==> src/rtl/gfau_ctrl_pkg.sv <==
// Shared definitions for the GFAU controller: op encodings, response error codes,
// FSM state type and the queued command layout.
package gfau_ctrl_pkg;

  localparam logic [1:0] GF_ADD  = 2'b00;
  localparam logic [1:0] GF_SUB  = 2'b01;
  localparam logic [1:0] GF_MULT = 2'b10;
  localparam logic [1:0] GF_DIV  = 2'b11;

  localparam logic [1:0] ERR_OK      = 2'b00;
  localparam logic [1:0] ERR_FLAG    = 2'b01;
  localparam logic [1:0] ERR_TIMEOUT = 2'b10;

  localparam int unsigned CmdW = 98;

  typedef enum logic [1:0] {StIdle, StIssue, StRelease, StResp} state_e;

  typedef struct packed {
    logic [1:0]  op;
    logic [31:0] a;
    logic [31:0] b;
    logic [31:0] prime;
  } cmd_t;

  // One-hot done flag expected for an op, ordered {div, mult, sub, add}.
  function automatic logic [3:0] op_flag(input logic [1:0] op);
    return 4'b0001 << op;
  endfunction

endpackage

==> src/rtl/gfau_cmd_fifo.sv <==
// Command buffer: power-of-two depth, extra pointer MSB distinguishes full from empty.
module gfau_cmd_fifo #(
  parameter int unsigned Depth = 4,
  parameter int unsigned Width = 98
) (
  input  logic             clk_i,
  input  logic             rst_ni,
  input  logic             push_i,
  input  logic [Width-1:0] wdata_i,
  input  logic             pop_i,
  output logic [Width-1:0] rdata_o,
  output logic             full_o,
  output logic             empty_o
);

  localparam int unsigned AddrW = $clog2(Depth);
  localparam int unsigned PtrW  = AddrW + 1;

  logic [Width-1:0] mem_q [Depth];
  logic [PtrW-1:0]  wptr_q, wptr_d;
  logic [PtrW-1:0]  rptr_q, rptr_d;
  logic             do_push, do_pop;

  assign full_o  = (wptr_q[AddrW] != rptr_q[AddrW]) &&
                   (wptr_q[AddrW-1:0] == rptr_q[AddrW-1:0]);
  assign empty_o = (wptr_q == rptr_q);
  assign do_push = push_i && !full_o;
  assign do_pop  = pop_i && !empty_o;
  assign rdata_o = mem_q[rptr_q[AddrW-1:0]];

  always_comb begin
    wptr_d = wptr_q;
    rptr_d = rptr_q;
    if (do_push) wptr_d = wptr_q + PtrW'(1);
    if (do_pop)  rptr_d = rptr_q + PtrW'(1);
  end

  always_ff @(posedge clk_i or negedge rst_ni) begin
    if (!rst_ni) begin
      wptr_q <= '0;
      rptr_q <= '0;
    end else begin
      wptr_q <= wptr_d;
      rptr_q <= rptr_d;
    end
  end

  always_ff @(posedge clk_i) begin
    if (do_push) mem_q[wptr_q[AddrW-1:0]] <= wdata_i;
  end

endmodule

==> src/rtl/gfau_ctrl.sv <==
// GFAU controller: queues commands, drives one four-phase request at a time to the GFAU
// and returns each result, flag-mismatch or timeout as a response.
module gfau_ctrl
  import gfau_ctrl_pkg::*;
#(
  parameter int unsigned FIFO_DEPTH     = 4,
  parameter int unsigned TIMEOUT_CYCLES = 4095
) (
  input  logic        i_clk,
  input  logic        i_rst,
  input  logic        cmd_valid,
  output logic        cmd_ready,
  input  logic [1:0]  cmd_op,
  input  logic [31:0] cmd_a,
  input  logic [31:0] cmd_b,
  input  logic [31:0] cmd_prime,
  output logic [31:0] in_0,
  output logic [31:0] in_1,
  output logic [31:0] prime,
  output logic [1:0]  operation_select,
  output logic        done_from_control,
  input  logic        done_to_control,
  input  logic [31:0] result,
  input  logic        done_add,
  input  logic        done_sub,
  input  logic        done_mult,
  input  logic        done_div,
  output logic        rsp_valid,
  input  logic        rsp_ready,
  output logic [31:0] rsp_data,
  output logic [1:0]  rsp_op,
  output logic [1:0]  rsp_err
);

  localparam int unsigned CntW = $clog2(TIMEOUT_CYCLES + 1);

  state_e          state_q, state_d;
  logic [CntW-1:0] cnt_q, cnt_d, cnt_inc;
  logic [31:0]     in_0_q, in_0_d, in_1_q, in_1_d, prime_q, prime_d;
  logic [1:0]      op_q, op_d;
  logic [31:0]     rsp_data_q, rsp_data_d;
  logic [1:0]      rsp_op_q, rsp_op_d, rsp_err_q, rsp_err_d;
  logic            rtz_wait_q, rtz_wait_d;
  logic            fifo_full, fifo_empty, fifo_pop;
  logic [CmdW-1:0] fifo_rdata;
  cmd_t            head;
  logic [3:0]      done_flags;
  logic            tmo_hit;

  assign head       = fifo_rdata;
  assign done_flags = {done_div, done_mult, done_sub, done_add};
  assign cnt_inc    = cnt_q + CntW'(1);
  assign tmo_hit    = (cnt_inc == CntW'(TIMEOUT_CYCLES));

  gfau_cmd_fifo #(
    .Depth (FIFO_DEPTH),
    .Width (CmdW)
  ) u_cmd_fifo (
    .clk_i   (i_clk),
    .rst_ni  (i_rst),
    .push_i  (cmd_valid),
    .wdata_i ({cmd_op, cmd_a, cmd_b, cmd_prime}),
    .pop_i   (fifo_pop),
    .rdata_o (fifo_rdata),
    .full_o  (fifo_full),
    .empty_o (fifo_empty)
  );

  always_ff @(posedge i_clk or negedge i_rst) begin
    if (!i_rst) begin
      state_q    <= StIdle;
      cnt_q      <= '0;
      in_0_q     <= '0;
      in_1_q     <= '0;
      prime_q    <= '0;
      op_q       <= GF_ADD;
      rsp_data_q <= '0;
      rsp_op_q   <= GF_ADD;
      rsp_err_q  <= ERR_OK;
      rtz_wait_q <= 1'b0;
    end else begin
      state_q    <= state_d;
      cnt_q      <= cnt_d;
      in_0_q     <= in_0_d;
      in_1_q     <= in_1_d;
      prime_q    <= prime_d;
      op_q       <= op_d;
      rsp_data_q <= rsp_data_d;
      rsp_op_q   <= rsp_op_d;
      rsp_err_q  <= rsp_err_d;
      rtz_wait_q <= rtz_wait_d;
    end
  end

  always_comb begin
    state_d    = state_q;
    cnt_d      = cnt_q;
    in_0_d     = in_0_q;
    in_1_d     = in_1_q;
    prime_d    = prime_q;
    op_d       = op_q;
    rsp_data_d = rsp_data_q;
    rsp_op_d   = rsp_op_q;
    rsp_err_d  = rsp_err_q;
    rtz_wait_d = rtz_wait_q;
    fifo_pop   = 1'b0;
    unique case (state_q)
      StIdle: begin
        // A timed-out GFAU may still hold its done level; let it return to zero first.
        if (rtz_wait_q) begin
          if (!done_to_control) rtz_wait_d = 1'b0;
        end else if (!fifo_empty) begin
          fifo_pop = 1'b1;
          op_d     = head.op;
          in_0_d   = head.a;
          in_1_d   = head.b;
          prime_d  = head.prime;
          cnt_d    = '0;
          state_d  = StIssue;
        end
      end
      StIssue: begin
        cnt_d = cnt_inc;
        if (done_to_control) begin
          rsp_data_d = result;
          rsp_op_d   = op_q;
          rsp_err_d  = (done_flags == op_flag(op_q)) ? ERR_OK : ERR_FLAG;
          state_d    = StRelease;
        end else if (tmo_hit) begin
          rsp_data_d = '0;
          rsp_op_d   = op_q;
          rsp_err_d  = ERR_TIMEOUT;
          rtz_wait_d = 1'b1;
          state_d    = StResp;
        end
      end
      StRelease: begin
        cnt_d = cnt_inc;
        if (!done_to_control) begin
          state_d = StResp;
        end else if (tmo_hit) begin
          rsp_data_d = '0;
          rsp_err_d  = ERR_TIMEOUT;
          rtz_wait_d = 1'b1;
          state_d    = StResp;
        end
      end
      StResp: begin
        if (rsp_ready) state_d = StIdle;
      end
      default: state_d = StIdle;
    endcase
  end

  always_comb begin
    cmd_ready         = !fifo_full;
    done_from_control = (state_q == StIssue);
    rsp_valid         = (state_q == StResp);
    in_0              = in_0_q;
    in_1              = in_1_q;
    prime             = prime_q;
    operation_select  = op_q;
    rsp_data          = rsp_data_q;
    rsp_op            = rsp_op_q;
    rsp_err           = rsp_err_q;
  end

endmodule

==> config.mk <==
export PLATFORM = sky130hd
export DESIGN_NAME = gfau_ctrl
export DESIGN_NICKNAME = d
export VERILOG_FILES = /design/src/rtl/gfau_ctrl_pkg.sv /design/src/rtl/gfau_cmd_fifo.sv /design/src/rtl/gfau_ctrl.sv
export SDC_FILE = /design/constraint.sdc
export NUM_CORES = 1
export LEC_CHECK = 0
export CELL_PAD_IN_SITES_DETAIL_PLACEMENT = 1
export CELL_PAD_IN_SITES_GLOBAL_PLACEMENT = 1
export CORE_AREA = 2 2 205 207
export DETAILED_ROUTE_END_ITERATION = 10
export DIE_AREA = 0 0 207 209
export GPL_TIMING_DRIVEN = 0
export PLACE_DENSITY = 0.89
export SETUP_SLACK_MARGIN = 0.4
export SYNTH_ARGS = -nofsm -noshare
export SYNTH_HDL_FRONTEND = slang
export SYNTH_HIERARCHICAL = 1
export SYNTH_SLANG_ARGS = --single-unit
==> constraint.sdc <==
create_clock -name i_clk -period 12.9 [get_ports i_clk]
set_clock_uncertainty 0.2 [all_clocks]
set_input_delay 3.87 -clock i_clk [delete_from_list [all_inputs] [get_ports i_clk]]
set_output_delay 3.87 -clock i_clk [all_outputs]
set_load 0.02 [all_outputs]
* Word-level counts from Yosys, hierarchy flattened *
Memory sizes are Yosys's and may differ from the RTL's. A register that Yosys moved wholly into a read port is not among the register bits.
Index checks and enable logic that the tools add are counted.

word-level totals
  bits in registers = 57
  memories kept = 1
  logic and storage cells = 78
  output and inout port bits = 137
  input port bits = 139
  RAM bits = 392

cells by class
  bitwise gates (word level) = 2
  reduce and logical (&&, ||, !) cells = 18
  add/sub/neg operators = 3
  multiplexer cells = 32
  equal/unequal tests = 13
  shifts and indexed selects = 1

memory list
  memory            depth  width  rd ports  clocked after Yosys merged registers in  wr ports  RTL line             source
  u_cmd_fifo.mem_q  4      98     1         1                                        1         gfau_cmd_fifo.sv:19  logic [Width-1:0] mem_q [Depth];

operators with widths
  cell                                                                    number
  32-bit 2-to-1 mux                                                       3
  32-bit one-hot mux with 2 select lines                                  1
  12-bit 2-to-1 mux                                                       2
  12-bit one-hot mux with 2 select lines                                  1
  2-bit 2-to-1 mux                                                        11
  12-bit by 1-bit adder with 12-bit output (second input constant)        1
  12-bit equality test (second input constant)                            1
  3-bit AND reduction                                                     4
  1-bit 2-to-1 mux                                                        11
  2-bit != test (second input constant)                                   4
  2-bit one-hot mux with 4 select lines                                   1
  3-bit by 1-bit adder with 3-bit output (second input constant)          2
  2-bit nonzero test                                                      3
  2-bit equality test (second input constant)                             2
  4-bit equality test                                                     1
  2-bit one-hot mux with 2 select lines                                   1
  2-bit AND reduction                                                     2
  1-bit by 2-bit << shifter with 4-bit output (first input constant)      1
  3-bit equality test                                                     1
  1-bit logical AND                                                       3
  1-bit logical NOT                                                       3
  1-bit one-hot mux with 3 select lines                                   1
  3-bit nonzero test                                                      1
  2-bit by 1-bit equality test with 1-bit output (second input constant)  1
  other kinds (6)                                                         7

* Logic depth before layout (Yosys ltp) *
  depth in word-level cells = 6
  depth in mapped cells = 9
  gate-level depth less buffers = 7

* Modules after synthesis *
Netlist, hierarchy kept.

modules (own cells, without submodules)
  module         area an instance (sq um)  cells an instance  seq. area each (sq um)  instances
  gfau_cmd_fifo  14,640.3                  560                11,921.4                1
  gfau_ctrl      6,048.3                   434                3,728.6                 1

* Worst setup path after synthesis *
No wires, ideal clock.

  path kind = input to register
  start = input cmd_valid
  end = memory u_cmd_fifo.mem_q[3][0], enable pin
  setup slack = 5.292 ns
  stages on the path = 2
  path buffers = 0
  setup time = 0.502 ns
  data required time = 12.198 ns
  data arrival time = 6.907 ns
  cells stage by stage = nand2_1 -> a31oi_2

between the ends
  word-level cells in the longest chain between the ends = 3

RTL lines
  element                                 RTL line             source
  from (decl)                             gfau_ctrl.sv:11      input logic cmd_valid,
  1-bit logical AND                       gfau_cmd_fifo.sv:27  assign do_push = push_i && !full_o;
  1-bit 2-to-1 mux                        gfau_cmd_fifo.sv:49  if (do_push) mem_q[wptr_q[AddrW-1:0]] <= wdata_i;
  1-bit 2-to-1 mux (not written as such)  gfau_cmd_fifo.sv:49
  to (decl)                               gfau_cmd_fifo.sv:19

No other way between the ends.

* Worst setup path in the final report *
  start = register u_cmd_fifo.rptr_q[0]
  end = output cmd_ready

between the ends
  word-level cells in the longest chain between the ends = 3

RTL lines
  element                 RTL line             source
  from (decl)             gfau_cmd_fifo.sv:21  logic [PtrW-1:0] rptr_q, rptr_d;
  from (signal assigned)  gfau_cmd_fifo.sv:44  rptr_q <= rptr_d;
  2-bit equality test     gfau_cmd_fifo.sv:25  (wptr_q[AddrW-1:0] == rptr_q[AddrW-1:0]);
  1-bit logical AND       gfau_cmd_fifo.sv:24  assign full_o = (wptr_q[AddrW] != rptr_q[AddrW]) &&
  via fifo_full           gfau_ctrl.sv:44      logic fifo_full, fifo_empty, fifo_pop;
  1-bit logical NOT       gfau_ctrl.sv:156     cmd_ready = !fifo_full;
  to (decl)               gfau_ctrl.sv:12      output logic cmd_ready,

The timed path passes the listed nets, and every way through them passes these cells.

==> results.yml <==
clocking:
  cts-resized-gates: 0
  cts-root-to-sink-buffers: 3
  count_of_h_tree_levels_built_during_cts: 2
  tritoncts_num_sinks: 547
  tritoncts_clock_tree: "built"
  clkSlewWorstSetupHoldPaths_ns: 0.06
  cts_buffers: 54
  postCtsHoldBufs: 0
  clock_insertion_delay_worst_skew_ns: 0.61
  root_buffer: "clkbuf_16"
  cts_setup_buffers: 0
floorplanning:
  floorplan.core_area_sq_um: 41300
  floorplan.initialDensity_pct: 50.1
  die_y_um: 209
  num_io_pins: 276
  die_width_um: 207
  die_area_sq_um: 43300
  placement_rows: 75
worst_setup_path:
  critPathKind: "register to output port"
  cp_data_required_time_ns: 8.83
  cp_capture_type: "output port"
  critical_path_source_type: "register"
  arrival_time_at_the_worst_endpoint_ns: 2.47
  worstPathMaxFanout: 10
synth:
  async_reset_ff_share_pct: 28.3
  synth_cells: 994
  netlist_area_sq_um: 20700
  synth-compound-area-share_pct: 3.56
  largest_family_of_logic_cells_by_synthesized_area: "multiplexers"
  synth-edff-count: 392
  synth_fa_ha_area_share_pct: 0.665
  synth_xor_area_share_pct: 0.575
  synthMuxAreaShare_pct: 16.1
  synth_seq_area_share_pct: 75.6
  mappedNetlistNets: 1144
  ys_seq_elements: 547
  synth_simple_gate_area_share_pct: 1.74
  synth_top_cells_by_area: "edfxtp_1, dfrtp_1, mux4_2"
  synth.distinct_cells: 52
  dominantRegCellSynth: "edfxtp_1"
  syn-mean-instance-area_sq_um: 20.8
  synth_top_cell_area_share_pct: 56.9
  synth.yosys.warnings: 6
  yosys.area.top_type: "edfxtp_1"
timing:
  timing.final.crit_share_pct: 50.7
  rsz0062_at_grt: "false"
  tns_ns: 0
  worst-slew-pin-transition_ns: 0.956
  finalSetupViolations: 0
  max_freq_mhz: 153
  hold_ws_ns: 0.296
  hold_viol_final: 0
  final-max-slew-violation-count: 0
  min_period_ns: 6.54
  relSlewSlack_pct: 36.3
power_and_ir_drop:
  power.density_cell_area_nw_per_um2: 254
  vdd_drop_max_v: 0.000168
  static-leakage-power_uw: 0.00915
place:
  dp.final_hpwl_mm: 33.6
  port_buffers: 275
  gp_congestion: 0.838
routing:
  drt_wl_cell_um: 26.5
  detail_route.wirelength.met1_mm: 19.8
  antenna_violating_nets_post_route: 0
  dr_wl_met2_mm: 26.3
  drtPass1Iterations: 5
  routed.top_layer: "met5"
  viasPerCell: 5.66
  dr_wl_met3_mm: 3.25
  dr.first_iter.drc_count: 690
  routed_wl_mm: 50.9
  detailed_route_via_count: 10876
  post-route-drc-count: 0
global_route:
  grt-ovfl-total: 0
  grt_antenna_before_repair: 4
  grt_start_max_net_pins: 96
  grt_pass1_vias: 12266
  global_route_wire_length_before_repair_mm: 78.0
  globalRouteTotalUtil_pct: 24.1
final_layout:
  fin_util_pct: 63.1
  final_nets: 1488
  synthToLayoutAreaGrowth_pct: 25.9
  post_route_cells_drive_above_1_share_pct: 23.3
run_status:
  run_status: "finished clean"
hold_path:
  hold_path_class: "register to register"
job:
  number_of_maximum_capacitance_violations: 0
[sequential cells by signal, indices dropped and copies added, names as in the netlist]
register,cells
operation_select,2
u_cmd_fifo/mem_q,392
rtz_wait_q,1
rsp_err,2
state_q,2
rsp_op,2
cnt_q,12
in_0,32
u_cmd_fifo/rptr_q,3
u_cmd_fifo/wptr_q,3
in_1,32
prime,32
rsp_data,32
[worst paths after layout]
kind / from / end / slack, ns / depth (start not counted)
setup / recovery: u_cmd_fifo/rptr_q[0]$_DFFE_PN0P_ / cmd_ready / 6.36 / 6
hold / removal: rsp_op[0]$_DFFE_PN0P_ / rsp_op[0]$_DFFE_PN0P_ / 0.30 / 1
setup reg to reg: u_cmd_fifo/rptr_q[0]$_DFFE_PN0P_ / u_cmd_fifo/rptr_q[2]$_DFFE_PN0P_ / 9.30 / 8
hold reg to reg: rsp_op[0]$_DFFE_PN0P_ / rsp_op[0]$_DFFE_PN0P_ / 0.30 / 1
max in group asynchronous: i_rst / cnt_q[10]$_DFFE_PN0P_ / 8.56 / 2
min in group asynchronous: i_rst / in_0[20]$_DFFE_PN0P_ / 3.02 / 1
[cell families after synthesis]
group | Yosys count
AO/OA/AOI/OAI | 100
AND/OR/NAND/NOR | 67
adder cells (fa/ha/maj) | 11
buffers and inverters | 60
multiplexers | 198
XOR/XNOR | 11
flip-flops | 547
[per-layer routing]
layer / vias to the layer above / GRT usage [%]
met4: 6 / 8.28
met3: 95 / 5.89
met5: - / 0.890
met1: 5695 / 30.2
li1: 4697 / -
met2: 383 / 41.1
[final cells by class]
cell class              instances  area (sq um)
diodes                          1          2.50
repair buffers                288          3030
multi-input cells             387          4720
well taps                     539           674
plain buffers                  47           300
clock buffers                  85          1540
inverters                      13          48.8
fillers                      3426         15200
flip-flops and latches        547         15700
clock inverters                13          78.8
[worst max-delay path, cell delays in order (launching register included)]
cell             delay, ns
dfrtp_1               0.42
buf_6                 0.20
xnor2_2               0.33
nand3_1               0.22
inv_1                 0.10
inv_1                 0.04
clkdlybuf4s50_1       0.56
[synthesized netlist by cell type, drive strengths merged (2+ instances only)]
master    n
ha       11
clkbuf   17
nor3      8
xor2      4
nand2    14
nand4     2
edfxtp  392
a21boi    2
nor2      8
o41ai     3
xnor2     7
dfrtp   155
nand3b    5
a21oi    13
buf      30
nand3     9
and2      2
o21ai    23
a31oi     3
a211oi    2
nor4      3
a22o     33
nor2b     3
and3      6
o22ai     2
inv      13
o31ai     9
mux2    100
nand2b    5
mux4     98
o21a      2
[report_power, final]
group / switching [uW] / total (uW) / leakage [uW] / internal [uW]
Clock: 643 / 1460 / 0.000790 / 815
Sequential: 232 / 2650 / 0.00546 / 2420
Combinational: 1290 / 2500 / 0.00290 / 1210
[cells in the final DEF, fill, tap and decap left out, types with 8 or more instances in the layout]
master / count
edfxtp_1: 392
clkdlybuf4s50_1: 274
dfrtp_1: 155
mux2_2: 98
mux4_2: 97
clkbuf_16: 54
clkbuf_1: 40
a22o_1: 33
o21ai_0: 22
buf_6: 15
buf_2: 14
nand2_1: 14
inv_1: 13
a21oi_1: 12
ha_1: 11
nand3_1: 9
o31ai_1: 9
nor2_1: 8
[metrics by stage]
| step | instances | area (sq um) | power [uW] | setup WS, ns |
|---|---|---|---|---|
| 3_5_place_dp | 1821 | 24400 | 5190 | 6.37 |
| 3_3_place_gp | 1808 | 24100 | 5040 | 0.437 |
| 2_1_floorplan | 994 | 20700 | 4130 | 5.29 |
| 4_1_cts | 1919 | 26000 | 6690 | 6.32 |
| 5_1_grt | 1920 | 26000 | 6920 | 6.22 |
| 6_report | 1920 | 26000 | 6610 | 6.36 |
(Power assumes the default switching activity.)
